[config.mk]
export PLATFORM = sky130hd
export DESIGN_NAME = pi_dac_tx
export DESIGN_NICKNAME = d
export VERILOG_FILES = /design/src/rtl/pi_dac_tx.sv
export SDC_FILE = /design/constraint.sdc
export NUM_CORES = 1
export LEC_CHECK = 0
export ABC_CLOCK_PERIOD_IN_PS = 4100
export BUFFER_PORTS_ARGS = -buffer_cell sky130_fd_sc_hd__buf_2
export CORE_ASPECT_RATIO = 1.1
export CORE_MARGIN = 4
export CORE_UTILIZATION = 45
export DETAILED_ROUTE_END_ITERATION = 10
export GPL_TIMING_DRIVEN = 0
export PLACE_DENSITY = 0.63
export SKIP_CTS_REPAIR_TIMING = 1
export SLEW_MARGIN = 20
export SYNTH_ARGS = -nofsm -noshare
export SYNTH_HDL_FRONTEND = slang
export SYNTH_SLANG_ARGS = --single-unit
[constraint.sdc]
create_clock -name clk -period 4.1 [get_ports clk]
set_input_delay 0.41 -clock clk [delete_from_list [all_inputs] [get_ports clk]]
set_output_delay 0.41 -clock clk [all_outputs]
set_load 0.03 [all_outputs]
[src/rtl/pi_dac_tx.sv]
// pi_dac_tx: converts a 24-bit sign-magnitude compensation sample into an
// offset-binary or two's-complement word and shifts it MSB first to a
// serial DAC (sclk idle low, DAC samples on sclk rising, sync_n frames).
module pi_dac_tx #(
    parameter int CLK_DIV    = 2,
    parameter int GAP_CYC    = 2,
    parameter int OFFSET_BIN = 1
) (
    input  logic        clk,
    input  logic        rst,
    input  logic [23:0] pi_in,
    input  logic        pi_valid,
    output logic        pi_ready,
    output logic        dac_sclk,
    output logic        dac_sync_n,
    output logic        dac_sdo,
    output logic        busy,
    output logic        frame_done
);

    localparam int DW = $clog2(2 * CLK_DIV + 1);
    localparam int GW = $clog2(GAP_CYC + 1);
    localparam logic [DW-1:0] DIV_LAST = DW'(2 * CLK_DIV - 1);
    localparam logic [DW-1:0] DIV_HI   = DW'(CLK_DIV - 1);
    localparam logic [GW-1:0] GAP_LAST = GW'(GAP_CYC - 1);

    typedef enum logic [1:0] {IDLE, SHIFT, GAP} state_t;

    state_t        state, state_nxt;
    logic [DW-1:0] div_cnt;
    logic [4:0]    bit_cnt;
    logic [GW-1:0] gap_cnt;
    logic [23:0]   sreg;
    logic [23:0]   code;
    logic [23:0]   word;
    logic          take;
    logic          bit_end;
    logic          last_bit;
    logic          gap_end;

    // Ready is a pure state decode, held off while reset is asserted so
    // no transfer can be accepted in a reset cycle.
    assign pi_ready = (state == IDLE) && !rst;
    assign take     = pi_valid && pi_ready;
    assign busy     = (state != IDLE);
    assign bit_end  = (div_cnt == DIV_LAST);
    assign last_bit = (bit_cnt == 5'd0);
    assign gap_end  = (gap_cnt == GAP_LAST);

    // The shift register output is the serial data line, so clearing the
    // register at frame end also drives sdo low for the gap.
    assign dac_sdo  = sreg[23];

    // Sign-magnitude to two's complement; both zeros map to code 0, then
    // optionally flip the MSB for offset binary.
    always_comb begin
        code = '0;
        if (pi_in[22:0] != 23'd0) begin
            if (pi_in[23])
                code = ~{1'b0, pi_in[22:0]} + 24'd1;
            else
                code = {1'b0, pi_in[22:0]};
        end
        word = (OFFSET_BIN != 0) ? {~code[23], code[22:0]} : code;
    end

    // Next-state logic: IDLE -> SHIFT on transfer, SHIFT -> GAP after the
    // bit-0 period, GAP -> IDLE after GAP_CYC cycles.
    always_comb begin
        state_nxt = state;
        case (state)
            IDLE:    if (take) state_nxt = SHIFT;
            SHIFT:   if (bit_end && last_bit) state_nxt = GAP;
            GAP:     if (gap_end) state_nxt = IDLE;
            default: state_nxt = IDLE;
        endcase
    end

    // State register; reset aborts any frame in progress.
    always_ff @(posedge clk) begin
        if (rst) state <= IDLE;
        else     state <= state_nxt;
    end

    // Datapath: serial timing counters, shift register and framing outputs.
    always_ff @(posedge clk) begin
        if (rst) begin
            sreg       <= '0;
            div_cnt    <= '0;
            bit_cnt    <= '0;
            gap_cnt    <= '0;
            dac_sclk   <= 1'b0;
            dac_sync_n <= 1'b1;
            frame_done <= 1'b0;
        end else begin
            frame_done <= 1'b0;
            case (state)
                IDLE: begin
                    if (take) begin
                        sreg       <= word;
                        div_cnt    <= '0;
                        bit_cnt    <= 5'd23;
                        dac_sclk   <= 1'b0;
                        dac_sync_n <= 1'b0;
                    end
                end
                SHIFT: begin
                    if (bit_end) begin
                        div_cnt  <= '0;
                        dac_sclk <= 1'b0;
                        if (last_bit) begin
                            sreg       <= '0;
                            gap_cnt    <= '0;
                            dac_sync_n <= 1'b1;
                            frame_done <= 1'b1;
                        end else begin
                            bit_cnt <= bit_cnt - 5'd1;
                            sreg    <= {sreg[22:0], 1'b0};
                        end
                    end else begin
                        div_cnt <= div_cnt + DW'(1);
                        // Second half of the bit period drives sclk high.
                        if (div_cnt == DIV_HI) dac_sclk <= 1'b1;
                    end
                end
                GAP: begin
                    gap_cnt <= gap_cnt + GW'(1);
                end
                default: ;
            endcase
        end
    end

endmodule

# Word level (Yosys, flattened, before mapping)

Index checks and enable logic that the tools add are counted.

Flip-flop bits (word level): 39
Bits of input ports: 27
Output and inout bits: 6
Word-level logic and storage cells: 74

Add/subtract/negate cells: 4
Equality and inequality tests: 12
Mux-type cells: 28
Bitwise operators: 4
Reductions and logical operators: 18

Operator list:

| cell                                                                  | count |
|---|---|
| 24-bit 2-to-1 mux                                                     | 5 |
| 24-bit one-hot mux with 2 select lines                                | 1 |
| 24-bit by 1-bit adder with 24-bit output, second input constant       | 1 |
| 23-bit NOT with 24-bit output                                         | 1 |
| 23-bit nonzero test                                                   | 1 |
| 5-bit 2-to-1 mux                                                      | 3 |
| 2-bit inequality test, second input constant                          | 6 |
| 3-bit AND reduction                                                   | 4 |
| 2-bit 2-to-1 mux                                                      | 5 |
| 5-bit one-hot mux with 2 select lines                                 | 1 |
| 4-bit AND reduction                                                   | 2 |
| 1-bit 2-to-1 mux                                                      | 6 |
| 3-bit 2-to-1 mux                                                      | 2 |
| 2-bit one-hot mux with 3 select lines                                 | 1 |
| 3-bit one-hot mux with 2 select lines                                 | 1 |
| 2-bit nonzero test                                                    | 3 |
| 5-bit zero test                                                       | 1 |
| 5-bit by 1-bit subtractor with 5-bit output, second input constant    | 1 |
| 2-bit by 1-bit equality test with 1-bit output, second input constant | 2 |
| 1-bit one-hot mux with 2 select lines                                 | 2 |
| 2-bit one-hot mux with 2 select lines                                 | 1 |
| 3-bit by 1-bit adder with 3-bit output, second input constant         | 1 |
| 3-bit by 1-bit equality test with 1-bit output, second input constant | 1 |
| 3-bit by 2-bit equality test with 1-bit output, second input constant | 1 |
| 9 further kinds                                                       | 13 |

# Depth between registers and ports, before layout

Depth in word-level cells: 7
Gate-level depth with buffers: 8
Depth with buffers taken out: 7

# Least setup slack after synthesis

No wires, ideal clock.

Kind: input-to-reg
Start: input pi_in[10]
End: register sreg[21]
Setup time: 0.136 ns
Arrival time: 2.117 ns
Required time: 3.964 ns
Slack: 1.847 ns
Cell stages on the path: 6
Buffers on the path: 1
Cell sequence: or4_4 > buf_6 > or4_4 > o41ai_4 > mux2i_1 > o21ai_1

Longest elaborated chain between the ends: 6
Elaborated cells between the ends (all ways): 7
Classes of those cells: add/sub (1); mux (4); bitwise (1); reduce/logical (1)

Ends and longest elaborated chain:

| item                                       | line | text |
|---|---|---|
| start: declaration                         | 11   | `input logic [23:0] pi_in,` |
| 23-bit NOT with 24-bit output              | 60   | `code = ~{1'b0, pi_in[22:0]} + 24'd1;` |
| 24-bit by 1-bit adder with 24-bit output   | 60   |  |
| 24-bit 2-to-1 mux                          | 59   | `if (pi_in[23])` |
| 24-bit 2-to-1 mux (*)                      | 58   | `if (pi_in[22:0] != 23'd0) begin` |
| 24-bit 2-to-1 mux (*)                      | 99   | `if (take) begin` |
| 24-bit one-hot mux with 2 select lines (*) | 97   | `case (state)` |
| end signal: assignment                     | 100  | `sreg <= word;` |
| end signal: assignment                     | 118  | `sreg <= {sreg[22:0], 1'b0};` |
| end: declaration                           | 33   | `logic [23:0] sreg;` |

Every way passes the cells marked *; elsewhere a longest branch is shown, timed or not. The select of a mux whose other input is x is not followed.
A chain may end at the register's enable or synchronous reset.

# Worst setup path in the final report

Start: input pi_in[0]
End: register sreg[2]

Same word-level chain as after synthesis.

==> out/results.ini <==
[place]
io_buffer_count=31
gp_congestion=0.828
post-place-ws_ns=1.40
place_hpwl_mm=4.86

[worst_setup_path]
crit_type=primary input to register
path_max_fanout=10
rr_endpoint=sreg[7]
endpoint_kind=register
critPathTopFamily=simple AND/OR/NAND/NOR gates
max_stage_delay_ns=0.62
required_ns=4.28
path_buf_inv=3
reg2reg_depth=6
crit_slowest_cell=nor3_1
crit_path_start_kind=primary input
r2r_slack_ns=1.83
path_cells=buf_2 > inv_1 > ha_1 > or3b_2 > nor3_1 > a21oi_2 > buf_6 > a221oi_2 > nor2_1
regToRegStartpoint=state[0]
crit_arrival_ns=2.63

[die]
die_height_um=85.9
row_count=28
fp.dieW_um=78.8
ios=33
core_area_mm2=0.00536
die_area_mm2=0.00677
start_util_pct=46.3

[routing]
drtIter0Drc=111
vias=2423
vias_per_cell=5.82
routedWlPerCell_um=15.7
wirelength_mm=6.54
firstDrtPassIters=4
antenna_left=0
drc=0

[yosys]
synth_top_cells_by_area=dfxtp_1, o21ai_0, nor2_1
syn_avg_cell_area_um2=8.22
synth.distinct_cells=50
synth_area_leader_cell=dfxtp_1
synth.ff_latch_count=39
ys.flop_type=dfxtp_1
ys_seq_area_share_pct=31.5
synth_top_area_share_pct=31.5
synth_common_cells=nor2_1, dfxtp_1, o21ai_0
syn-num-nets=334
synthArstFlopShare_pct=0
ys_warn_count=0
syn-instance-count=302
synth_most_common_cell=nor2_1
mappedNetlistArea_mm2=0.00248
synth_edf_count=0

[power]
finalPower_w=0.00165
power.density_mw_per_mm2=578
ir_drop_mv=0.343
p_leak_nw=1.06

[sta]
setup_slack_ns=1.65
rsz0062_at_grt=false
period_share_pct=59.8
slew_violations=0
tightest_slew_ns=0.799
finClkSkew_ns=0.0124
fmax_mhz=408
fin_crit_ns=2.45
final.setup.tns_ns=0
hold_viol_final=0
slew_headroom_pct=46.3
hold-worst-slack_ns=0.436
setup_violations=0

[layout]
fin_nets=372
antenna_cells=0
regArea_um2=781
multi_input_area_mm2=0.00157
fillCellCount=543
syn_to_final_growth_pct=14.8
drive_gt1_share_pct=17.9

[clock_tree]
cts_tree=built
clock_latency_ns=0.30
cts.sinks=39
htreeDepth=2
cts_root_buf=clkbuf_8
clk_path_buf_depth=2
clkTransAtPathRegs_ns=0.08
cts_buffers=5

[global_routing]
grt_pass1_wl_mm=11.2
grt_max_degree=13
grt_pass1_vias=2306
grt_remaining_overflow=0
antenna_found_initial=0
grt.total_usage_pct=20.7

[worst_hold_path]
hp-class=primary input to register
hold_depth=3
holdPathEnd=sreg[0]
min_from=pi_in[0]

[status]
status=finished, final reports clean

[job]
cap_violations=0

[worst max-delay path by stage]
stage                    from        to  slack [ns]  depth (start not counted)
floorplan           pi_in[10]  sreg[21]        1.85                          6
global placement     pi_in[0]   sreg[3]        1.36                          9
detailed placement   pi_in[0]   sreg[2]        1.40                          9
CTS                  pi_in[0]   sreg[2]        1.68                          9
global route         pi_in[1]   sreg[2]        1.46                          9
finish               pi_in[0]   sreg[2]        1.65                          9
[metal layers]
metal / share of wire [%] / wire length [um] / GRT usage (%) / vias up
met3: 5.2 / 341 / 4.10 / 10
met1: 47 / 3080 / 27.6 / 1139
met4: 1.9 / 121 / 5.94 / 0
met2: 46 / 3000 / 34.1 / 61
met5: 0 / 0 / 0 / -
li1: - / - / - / 1213
[metrics by stage]
step / area, um^2 / utilization (%) / std cells
floorplan: 2480 / - / 302
global placement: 2730 / 51.0 / 408
detailed placement: 2730 / 51.0 / 408
CTS: 2850 / 53.2 / 416
global route: 2850 / 53.2 / 416
finish: 2850 / 53.2 / 416
[placed cells by master, fill, tap and decap left out, drive strengths merged, types with 9 or more instances in the layout]
master	n
clkbuf	24
a221oi	15
inv	9
o21ai	35
buf	34
nor3	9
a21oi	16
or4	9
nand2	14
xnor2	14
nor2	40
dfxtp	39
[sequential cells by signal (all words and copies together), names as in the netlist]
name        flops
sreg           24
dac_sync_n      1
bit_cnt         5
gap_cnt         2
div_cnt         3
dac_sclk        1
frame_done      1
state           2
[kinds of logic after synthesis]
group,Yosys count,share of synthesized area (%)
multiplexers,6,2.47
flip-flops,39,31.5
AO/OA/AOI/OAI,102,30.5
adder cells (fa/ha/maj),5,2.52
buffers and inverters,30,5.14
AND/OR/NAND/NOR,104,22.3
XOR/XNOR,16,5.65
[power breakdown]
group,switching (W),internal (W)
sequential,0.0000841,0.000497
clock,0.000139,0.000197
combinational,0.000473,0.000257
[worst min-delay path: stages]
cell and delay, ns:
buf_2 0.13, a32oi_1 0.09, nor2_1 0.07
[final cells by class]
class	instances	area share [%]
clock buffer	6	2.90
clock inverter	2	1.23
multi-input combinational	233	55.2
sequential	39	27.4
buffer	21	3.29
inverter	9	1.19
tap	75	3.29
timing repair buffer	31	5.45
Power figures use the tool's default switching activity.
